==> src/rtl/i2c_data_transfer.sv <==
`timescale 1ns/1ps
// I2C subordinate data-phase engine: shifts write bytes into memory and read bytes
// out of memory once the address checker has opened the data phase.
module i2c_data_transfer #(
  parameter int SYNC_STAGES = 2
) (
  input  logic       clk,
  input  logic       rst,
  input  logic       scl_in,
  input  logic       sda_in,
  input  logic       transfer_en,
  input  logic       mem_read_bit,
  input  logic       mem_write_bit,
  input  logic [7:0] mem_rdata,
  output logic       sda_oe,
  output logic       mem_rd,
  output logic       mem_we,
  output logic [7:0] mem_wdata,
  output logic       increment_mem_address,
  output logic       nack_rcvd,
  output logic       bus_abort
);

  typedef enum logic [3:0] {
    IDLE,
    WR_DATA,
    WR_ACK_WAIT,
    WR_ACK,
    RD_FETCH,
    RD_DATA,
    RD_ACK,
    RD_WAIT_FALL,
    RD_DONE
  } state_e;

  state_e                 state_q, state_d;
  logic [SYNC_STAGES-1:0] scl_sync_q, scl_sync_d;
  logic [SYNC_STAGES-1:0] sda_sync_q, sda_sync_d;
  logic                   scl_prev_q, scl_prev_d;
  logic                   sda_prev_q, sda_prev_d;
  logic [7:0]             shift_q, shift_d;
  logic [2:0]             bit_cnt_q, bit_cnt_d;
  logic [1:0]             fetch_cnt_q, fetch_cnt_d;
  logic                   seen_rise_q, seen_rise_d;
  logic                   sda_oe_q, sda_oe_d;
  logic                   mem_rd_q, mem_rd_d;
  logic                   mem_we_q, mem_we_d;
  logic [7:0]             mem_wdata_q, mem_wdata_d;
  logic                   inc_q, inc_d;
  logic                   nack_q, nack_d;
  logic                   abort_q, abort_d;

  logic scl_s, sda_s;
  logic scl_rise, scl_fall, sda_rise, sda_fall;
  logic start_stop;

  assign scl_s      = scl_sync_q[SYNC_STAGES-1];
  assign sda_s      = sda_sync_q[SYNC_STAGES-1];
  assign scl_rise   = scl_s & ~scl_prev_q;
  assign scl_fall   = ~scl_s & scl_prev_q;
  assign sda_rise   = sda_s & ~sda_prev_q;
  assign sda_fall   = ~sda_s & sda_prev_q;
  // SCL must be high on both samples so an SDA change racing an SCL edge is not a START/STOP
  assign start_stop = (sda_rise | sda_fall) & scl_s & scl_prev_q;

  always_comb begin
    state_d     = state_q;
    scl_sync_d  = {scl_sync_q[SYNC_STAGES-2:0], scl_in};
    sda_sync_d  = {sda_sync_q[SYNC_STAGES-2:0], sda_in};
    scl_prev_d  = scl_s;
    sda_prev_d  = sda_s;
    shift_d     = shift_q;
    bit_cnt_d   = bit_cnt_q;
    fetch_cnt_d = fetch_cnt_q;
    seen_rise_d = seen_rise_q;
    sda_oe_d    = sda_oe_q;
    mem_rd_d    = 1'b0;
    mem_we_d    = 1'b0;
    mem_wdata_d = mem_wdata_q;
    inc_d       = 1'b0;
    nack_d      = 1'b0;
    abort_d     = 1'b0;

    if (state_q != IDLE && !transfer_en) begin
      state_d  = IDLE;
      sda_oe_d = 1'b0;
    end else if (state_q != IDLE && start_stop) begin
      state_d  = IDLE;
      sda_oe_d = 1'b0;
      abort_d  = 1'b1;
    end else begin
      case (state_q)
        IDLE: begin
          sda_oe_d    = 1'b0;
          bit_cnt_d   = 3'd0;
          fetch_cnt_d = 2'd0;
          seen_rise_d = 1'b0;
          if (transfer_en && mem_read_bit) begin
            state_d = RD_FETCH;
          end else if (transfer_en && mem_write_bit) begin
            state_d = WR_DATA;
          end
        end
        WR_DATA: begin
          if (scl_rise) begin
            shift_d   = {shift_q[6:0], sda_s};
            bit_cnt_d = bit_cnt_q + 3'd1;
            if (bit_cnt_q == 3'd7) begin
              state_d = WR_ACK_WAIT;
            end
          end
        end
        WR_ACK_WAIT: begin
          if (scl_fall) begin
            sda_oe_d    = 1'b1;
            mem_we_d    = 1'b1;
            mem_wdata_d = shift_q;
            state_d     = WR_ACK;
          end
        end
        WR_ACK: begin
          if (scl_fall) begin
            sda_oe_d = 1'b0;
            inc_d    = 1'b1;
            state_d  = WR_DATA;
          end
        end
        // Strobe, let the memory register its output, then capture one clock later
        RD_FETCH: begin
          case (fetch_cnt_q)
            2'd0: begin
              mem_rd_d    = 1'b1;
              fetch_cnt_d = 2'd1;
            end
            2'd1: fetch_cnt_d = 2'd2;
            default: begin
              shift_d     = mem_rdata;
              sda_oe_d    = ~mem_rdata[7];
              bit_cnt_d   = 3'd0;
              seen_rise_d = 1'b0;
              fetch_cnt_d = 2'd0;
              state_d     = RD_DATA;
            end
          endcase
        end
        RD_DATA: begin
          if (scl_rise) begin
            seen_rise_d = 1'b1;
          end else if (scl_fall && seen_rise_q) begin
            seen_rise_d = 1'b0;
            if (bit_cnt_q == 3'd7) begin
              bit_cnt_d = 3'd0;
              sda_oe_d  = 1'b0;
              state_d   = RD_ACK;
            end else begin
              bit_cnt_d = bit_cnt_q + 3'd1;
              shift_d   = {shift_q[6:0], 1'b0};
              sda_oe_d  = ~shift_q[6];
            end
          end
        end
        RD_ACK: begin
          if (scl_rise) begin
            if (!sda_s) begin
              inc_d   = 1'b1;
              state_d = RD_WAIT_FALL;
            end else begin
              nack_d  = 1'b1;
              state_d = RD_DONE;
            end
          end
        end
        RD_WAIT_FALL: begin
          if (scl_fall) begin
            fetch_cnt_d = 2'd0;
            state_d     = RD_FETCH;
          end
        end
        RD_DONE: sda_oe_d = 1'b0;
        default: state_d = IDLE;
      endcase
    end
  end

  always_ff @(posedge clk) begin
    if (rst) begin
      state_q     <= IDLE;
      scl_sync_q  <= '1;
      sda_sync_q  <= '1;
      scl_prev_q  <= 1'b1;
      sda_prev_q  <= 1'b1;
      shift_q     <= 8'd0;
      bit_cnt_q   <= 3'd0;
      fetch_cnt_q <= 2'd0;
      seen_rise_q <= 1'b0;
      sda_oe_q    <= 1'b0;
      mem_rd_q    <= 1'b0;
      mem_we_q    <= 1'b0;
      mem_wdata_q <= 8'd0;
      inc_q       <= 1'b0;
      nack_q      <= 1'b0;
      abort_q     <= 1'b0;
    end else begin
      state_q     <= state_d;
      scl_sync_q  <= scl_sync_d;
      sda_sync_q  <= sda_sync_d;
      scl_prev_q  <= scl_prev_d;
      sda_prev_q  <= sda_prev_d;
      shift_q     <= shift_d;
      bit_cnt_q   <= bit_cnt_d;
      fetch_cnt_q <= fetch_cnt_d;
      seen_rise_q <= seen_rise_d;
      sda_oe_q    <= sda_oe_d;
      mem_rd_q    <= mem_rd_d;
      mem_we_q    <= mem_we_d;
      mem_wdata_q <= mem_wdata_d;
      inc_q       <= inc_d;
      nack_q      <= nack_d;
      abort_q     <= abort_d;
    end
  end

  assign sda_oe                = sda_oe_q;
  assign mem_rd                = mem_rd_q;
  assign mem_we                = mem_we_q;
  assign mem_wdata             = mem_wdata_q;
  assign increment_mem_address = inc_q;
  assign nack_rcvd             = nack_q;
  assign bus_abort             = abort_q;

endmodule

==> config.mk <==
export PLATFORM = sky130hd
export DESIGN_NAME = i2c_data_transfer
export DESIGN_NICKNAME = d
export VERILOG_FILES = /design/src/rtl/i2c_data_transfer.sv
export SDC_FILE = /design/constraint.sdc
export NUM_CORES = 1
export LEC_CHECK = 0
export ABC_AREA = 0
export CAP_MARGIN = 20
export CORE_ASPECT_RATIO = 1.2
export CORE_MARGIN = 2
export CORE_UTILIZATION = 48
export CTS_BUF_LIST = sky130_fd_sc_hd__clkbuf_4 sky130_fd_sc_hd__clkbuf_8
export DETAILED_ROUTE_END_ITERATION = 12
export HOLD_SLACK_MARGIN = 0.08
export PLACE_DENSITY = 0.79
export SYNTH_ARGS = -nofsm -noshare
export SYNTH_HDL_FRONTEND = slang
export SYNTH_SLANG_ARGS = --single-unit
==> constraint.sdc <==
create_clock -name clk -period 6.66 [get_ports clk]
set_clock_uncertainty 0.2 [all_clocks]
set_input_delay 0.666 -clock clk [delete_from_list [all_inputs] [get_ports clk]]
set_output_delay 0.666 -clock clk [all_outputs]
set_load 0.01 [all_outputs]
==> Yosys cells after proc, flatten, opt, wreduce, memory -nomap -nowiden <==
Cells that the tools add are included.
{ "totals": {"output_inout_bits": 14, "ff_bits": 38, "word_cells": 135, "inputBits": 15} }
{ "classes": {"eq_ne": 23, "n_reduce_logical": 28, "n_mux": 47, "bitwise_logic": 20, "addsub": 1} }
{ "op_table": {"columns": ["operator", "n"], "rows": [
  ["two-way mux 4 bit", 13],
  ["two-way mux 8 bit", 5],
  ["one-hot mux 4 bit (9 select lines)", 1],
  ["one-hot mux 8 bit (3 select lines)", 1],
  ["inequality test 2 bit (second input constant)", 11],
  ["equality test 4 x 3 -> 1 bit (second input constant)", 4],
  ["two-way mux 1 bit", 15],
  ["two-way mux 3 bit", 5],
  ["inverter 1 bit", 13],
  ["one-hot mux 3 bit (4 select lines)", 1],
  ["AND reduction 12 bit", 1],
  ["nonzero test 3 bit", 3],
  ["equality test 4 x 2 -> 1 bit (second input constant)", 2],
  ["AND reduction 4 bit", 2],
  ["AND reduction 8 bit", 1],
  ["nonzero test 4 bit", 2],
  ["OR reduction 4 bit", 2],
  ["AND reduction 7 bit", 1],
  ["bitwise AND 1 bit", 6],
  ["inequality test 3 bit (second input constant)", 2],
  ["one-hot mux 2 bit (3 select lines)", 1],
  ["AND reduction 6 bit", 1],
  ["OR reduction 2 bit", 3],
  ["logical AND 1 bit", 5],
  ["other kinds (18)", 18]
]} }

==> Depth between registers and ports, before layout <==
{ "logic_depth": {"word_depth": 8, "mapped_depth": 8, "depth_no_buf": 7} }

==> Worst setup path after synthesis <==
OpenSTA, ideal clock, no wires.
{ "synth_timing": {"kind": "input to register", "from": "in transfer_en", "to": "reg state_q[1]", "n_path_buf": 1, "t_required_ns": 6.339, "cell_stages": 6, "setup_slack_ns": 4.450, "arrival_ns": 1.890, "cell_sequence": "buf_2 a21boi_1 a211oi_2 nor2_1 and2_0 mux2_2"} }
{ "synth_via": {"elab_chain_len": 3} }
{ "synth_lines": {"columns": ["item", "line", "text"], "rows": [
  ["from (decl)", "11", "input logic transfer_en,"],
  ["logical AND 1 bit (tied with other cells)", "98", "if (transfer_en && mem_read_bit) begin"],
  ["inequality test 3 bit (no source line) (tied with other cells)", null, null],
  ["AND reduction 12 bit (no source line) (tied with other cells)", null, null],
  ["to (signal assigned)", "204", "state_q <= state_d;"],
  ["to (decl)", "36", "state_e state_q, state_d;"]
]} }
Several ways; a longest one is shown, not always the timed one.
A chain may end at the register's enable or synchronous reset.

==> Worst setup path in the final report <==
{ "layout_timing": {"from": "reg state_q[2]", "to": "reg state_q[1]"} }
{ "layout_via": {"elab_chain_len": 3} }
{ "layout_lines": {"columns": ["item", "line", "text"], "rows": [
  ["equality test 4 x 3 -> 1 bit (tied with other cells)", "92", "case (state_q)"],
  ["inequality test 2 bit (no source line) (tied with other cells)", null, null],
  ["AND reduction 12 bit (no source line) or OR reduction 3 bit (tied branches)", null, null]
]} }
Several ways; a longest one is shown, not always the timed one.

==> results.ini <==
[yosys]
synth_compound_area_share_pct=19.9
synthMuxAreaShare_pct=9.98
ys_warn_count=0
syn_inst=224
synth_edf_count=0
ys_seq_area_share_pct=37.7
synth.avg_cell_area_sq_um=9.01
synth_top_family_by_area=simple AND/OR/NAND/NOR gates
synth.net_count=241
synthFlopType=dfxtp_1
synth_area_sq_um=2020
synth_common_cells=38 x dfxtp_1, 26 x nor2_1, 19 x mux2i_1
synth_top_area_share_pct=37.7
yosys.area_share.xor_xnor_pct=0.868
async_flop_share_pct=0
synth_area_leaders=dfxtp_1 38%, mux2i_1 9.4%, nor2_1 4.8%
ys_ff_latch=38
synthAdderAreaFrac_pct=1.24
ys_types=54
yosysMostFrequentCell=dfxtp_1
yosys.area_share.simple_pct=24.2
synth_area_leader_cell=dfxtp_1

[timing]
worstMarginPinSlew_ns=0.993
period_minus_slack_ns=2.91
slew_violations=0
fin_tns_setup_ns=0
timing.final.ws_setup_ns=3.75
fmax_mhz=344
rsz0062_at_grt=false
finalSetupViolations=0
hold_viol=0
finalCritPeriodShare_pct=43.7
maxSlewHeadroom_pct=33.6

[run]
cap_violations=0

[placed_design]
dpl_worst_slack_ns=3.67
place_congestion=0.877
portBuffers=28
placed_cell_area_sq_um=2270
dp.cells=291
dpl.hpwl_microns=3090

[route]
finalWirelength_microns=4370
wl_per_cell_microns=14.7
num_vias=1710
viasPerCell=5.74
dr.pass1.iters=4
ant_nets=0
drc_errors=0
drt_iter0_markers=133

[die]
die_area_sq_um=4740
start_util_pct=50.4
rows=25
die_h_microns=75.0
io-pin-count=29
die_x_microns=63.2
core_area_sq_um=4000

[clocking]
cts.sinks=38
cts_setup_buffers=0
cts_root_buf=clkbuf_8
h-tree-depth=2
clk_path_buf_depth=2
cts_tree=built
holdBufCountCts=0
ctsResizeCount=0
clk_latency_ns=0.29
cts_buffers=5
clk_pin_slew_worst_paths_ns=0.07

[critical_path]
endpoint_kind=flip-flop
critical_path_class=flip-flop to flip-flop
start_kind=flip-flop
path_cells=inv_2 > xnor2_1 > a31oi_2 > nand4_2 > mux2_2
crit_buf_inv=1
worst_ep_arrival_time_ns=2.89
max_stage_delay_ns=0.83
cp_slowest_cell=a31oi_2
critPathTopFamily=compound AO/OA/AOI/OAI gates
cp.required_ns=6.64
crit_fanout=20

[finish]
n_fill_cell=386
fin_area_sq_um=2380
stdcell_count=298
nets=261
drive_gt1_share_pct=13.5
post-route-util_pct=59.4
antenna_cells=0
area_delta_synth_final_pct=17.9

[global_route]
antenna_found_initial=0
grt_max_degree=34
grt_pass1_wl_microns=7630
track_usage_pct=20.6
grt_pass1_vias=1650
overflow=0

[status]
status=finished, final reports clean

[power_and_ir_drop]
powerDensity_nw_per_um2=382
ir_worst_vdd_uv=191
power.leakage_nw=0.870

[hold_path]
hp-class=flip-flop to flip-flop

==> sequential cells by signal, indices dropped and copies added, names as in the netlist, 2 cells and up <==
name         count
shift_q          8
mem_wdata        8
sda_sync_q       2
bit_cnt_q        3
state_q          4
scl_sync_q       2
fetch_cnt_q      2
==> where the power goes <==
group	internal (mW)	total, mW	switching, mW	leakage (nW)
sequential	0.267	0.329	0.0625	0.309
clock	0.120	0.197	0.0771	0.0573
combinational	0.169	0.383	0.214	0.504
==> cell type report <==
type                       instances  area (sq um)  share of cell area, %
clock buffer                       6          82.6                   3.47
clock inverter                     1          30.0                   1.26
inverter                           4          15.0                  0.631
multi-input combinational        166          1130                   47.7
sequential                        38           761                   32.0
tap                               54          67.6                   2.84
timing repair buffer              29           288                   12.1
==> kinds of logic (layout without fill, tap and decap cells) <==
group | after synthesis | after routing
buffers and inverters | 20 | 40
AOI/OAI and AO/OA | 59 | 59
xor gates and xnor gates | 2 | 2
and+or+nand+nor | 83 | 83
adders and majority gates | 2 | 2
DFF | 38 | 38
muxes | 20 | 20
==> path summary, 6_finish.rpt <==
| path | from | to | depth (start not counted) | slack (ns) |
|---|---|---|---|---|
| worst min-delay path | sda_sync_q[0]$_SDFF_PP1_ | sda_sync_q[1]$_SDFF_PP1_ | 1 | 0.21 |
| worst max register to register | state_q[2]$_SDFFE_PP0P_ | state_q[1]$_SDFFE_PP0P_ | 5 | 3.75 |
| worst max-delay path | state_q[2]$_SDFFE_PP0P_ | state_q[1]$_SDFFE_PP0P_ | 5 | 3.75 |
| worst min register to register | sda_sync_q[0]$_SDFF_PP1_ | sda_sync_q[1]$_SDFF_PP1_ | 1 | 0.21 |
==> cell usage in the layout, fill, tap and decap left out, types with 3 or more instances in the layout <==
cell,count
a211oi_1,3
inv_1,3
nor4b_1,3
nor2_1,26
or2_2,9
nand2b_1,3
mux2i_1,19
nand2_1,13
nor3_1,3
dfxtp_1,38
clkdlybuf4s50_1,28
o211ai_1,4
a31oi_1,3
nor2b_1,3
a311oi_1,8
o21ai_0,9
clkbuf_8,6
a21oi_1,18
==> per-stage QoR <==
| step | hold WS, ns | total power, mW |
|---|---|---|
| 6_report | 0.209 | 0.909 |
| 5_1_grt | 0.229 | 0.981 |
| 4_1_cts | 0.209 | 0.915 |
| 3_5_place_dp | 0.193 | 0.716 |
| 3_3_place_gp | 0.193 | 0.706 |
| 2_1_floorplan | 0.189 | 0.671 |
==> routing by layer <==
layer	vias to the layer above	GRT usage, %	wire length, microns	share of wire [%]
met5	-	0	0	0
met4	0	8.21	77	1.8
met3	7	4.48	231	5.3
met2	51	36.1	2260	52
met1	801	25.0	1800	41
li1	851	-	-	-
Note: power is estimated with default switching activity, not from simulation.
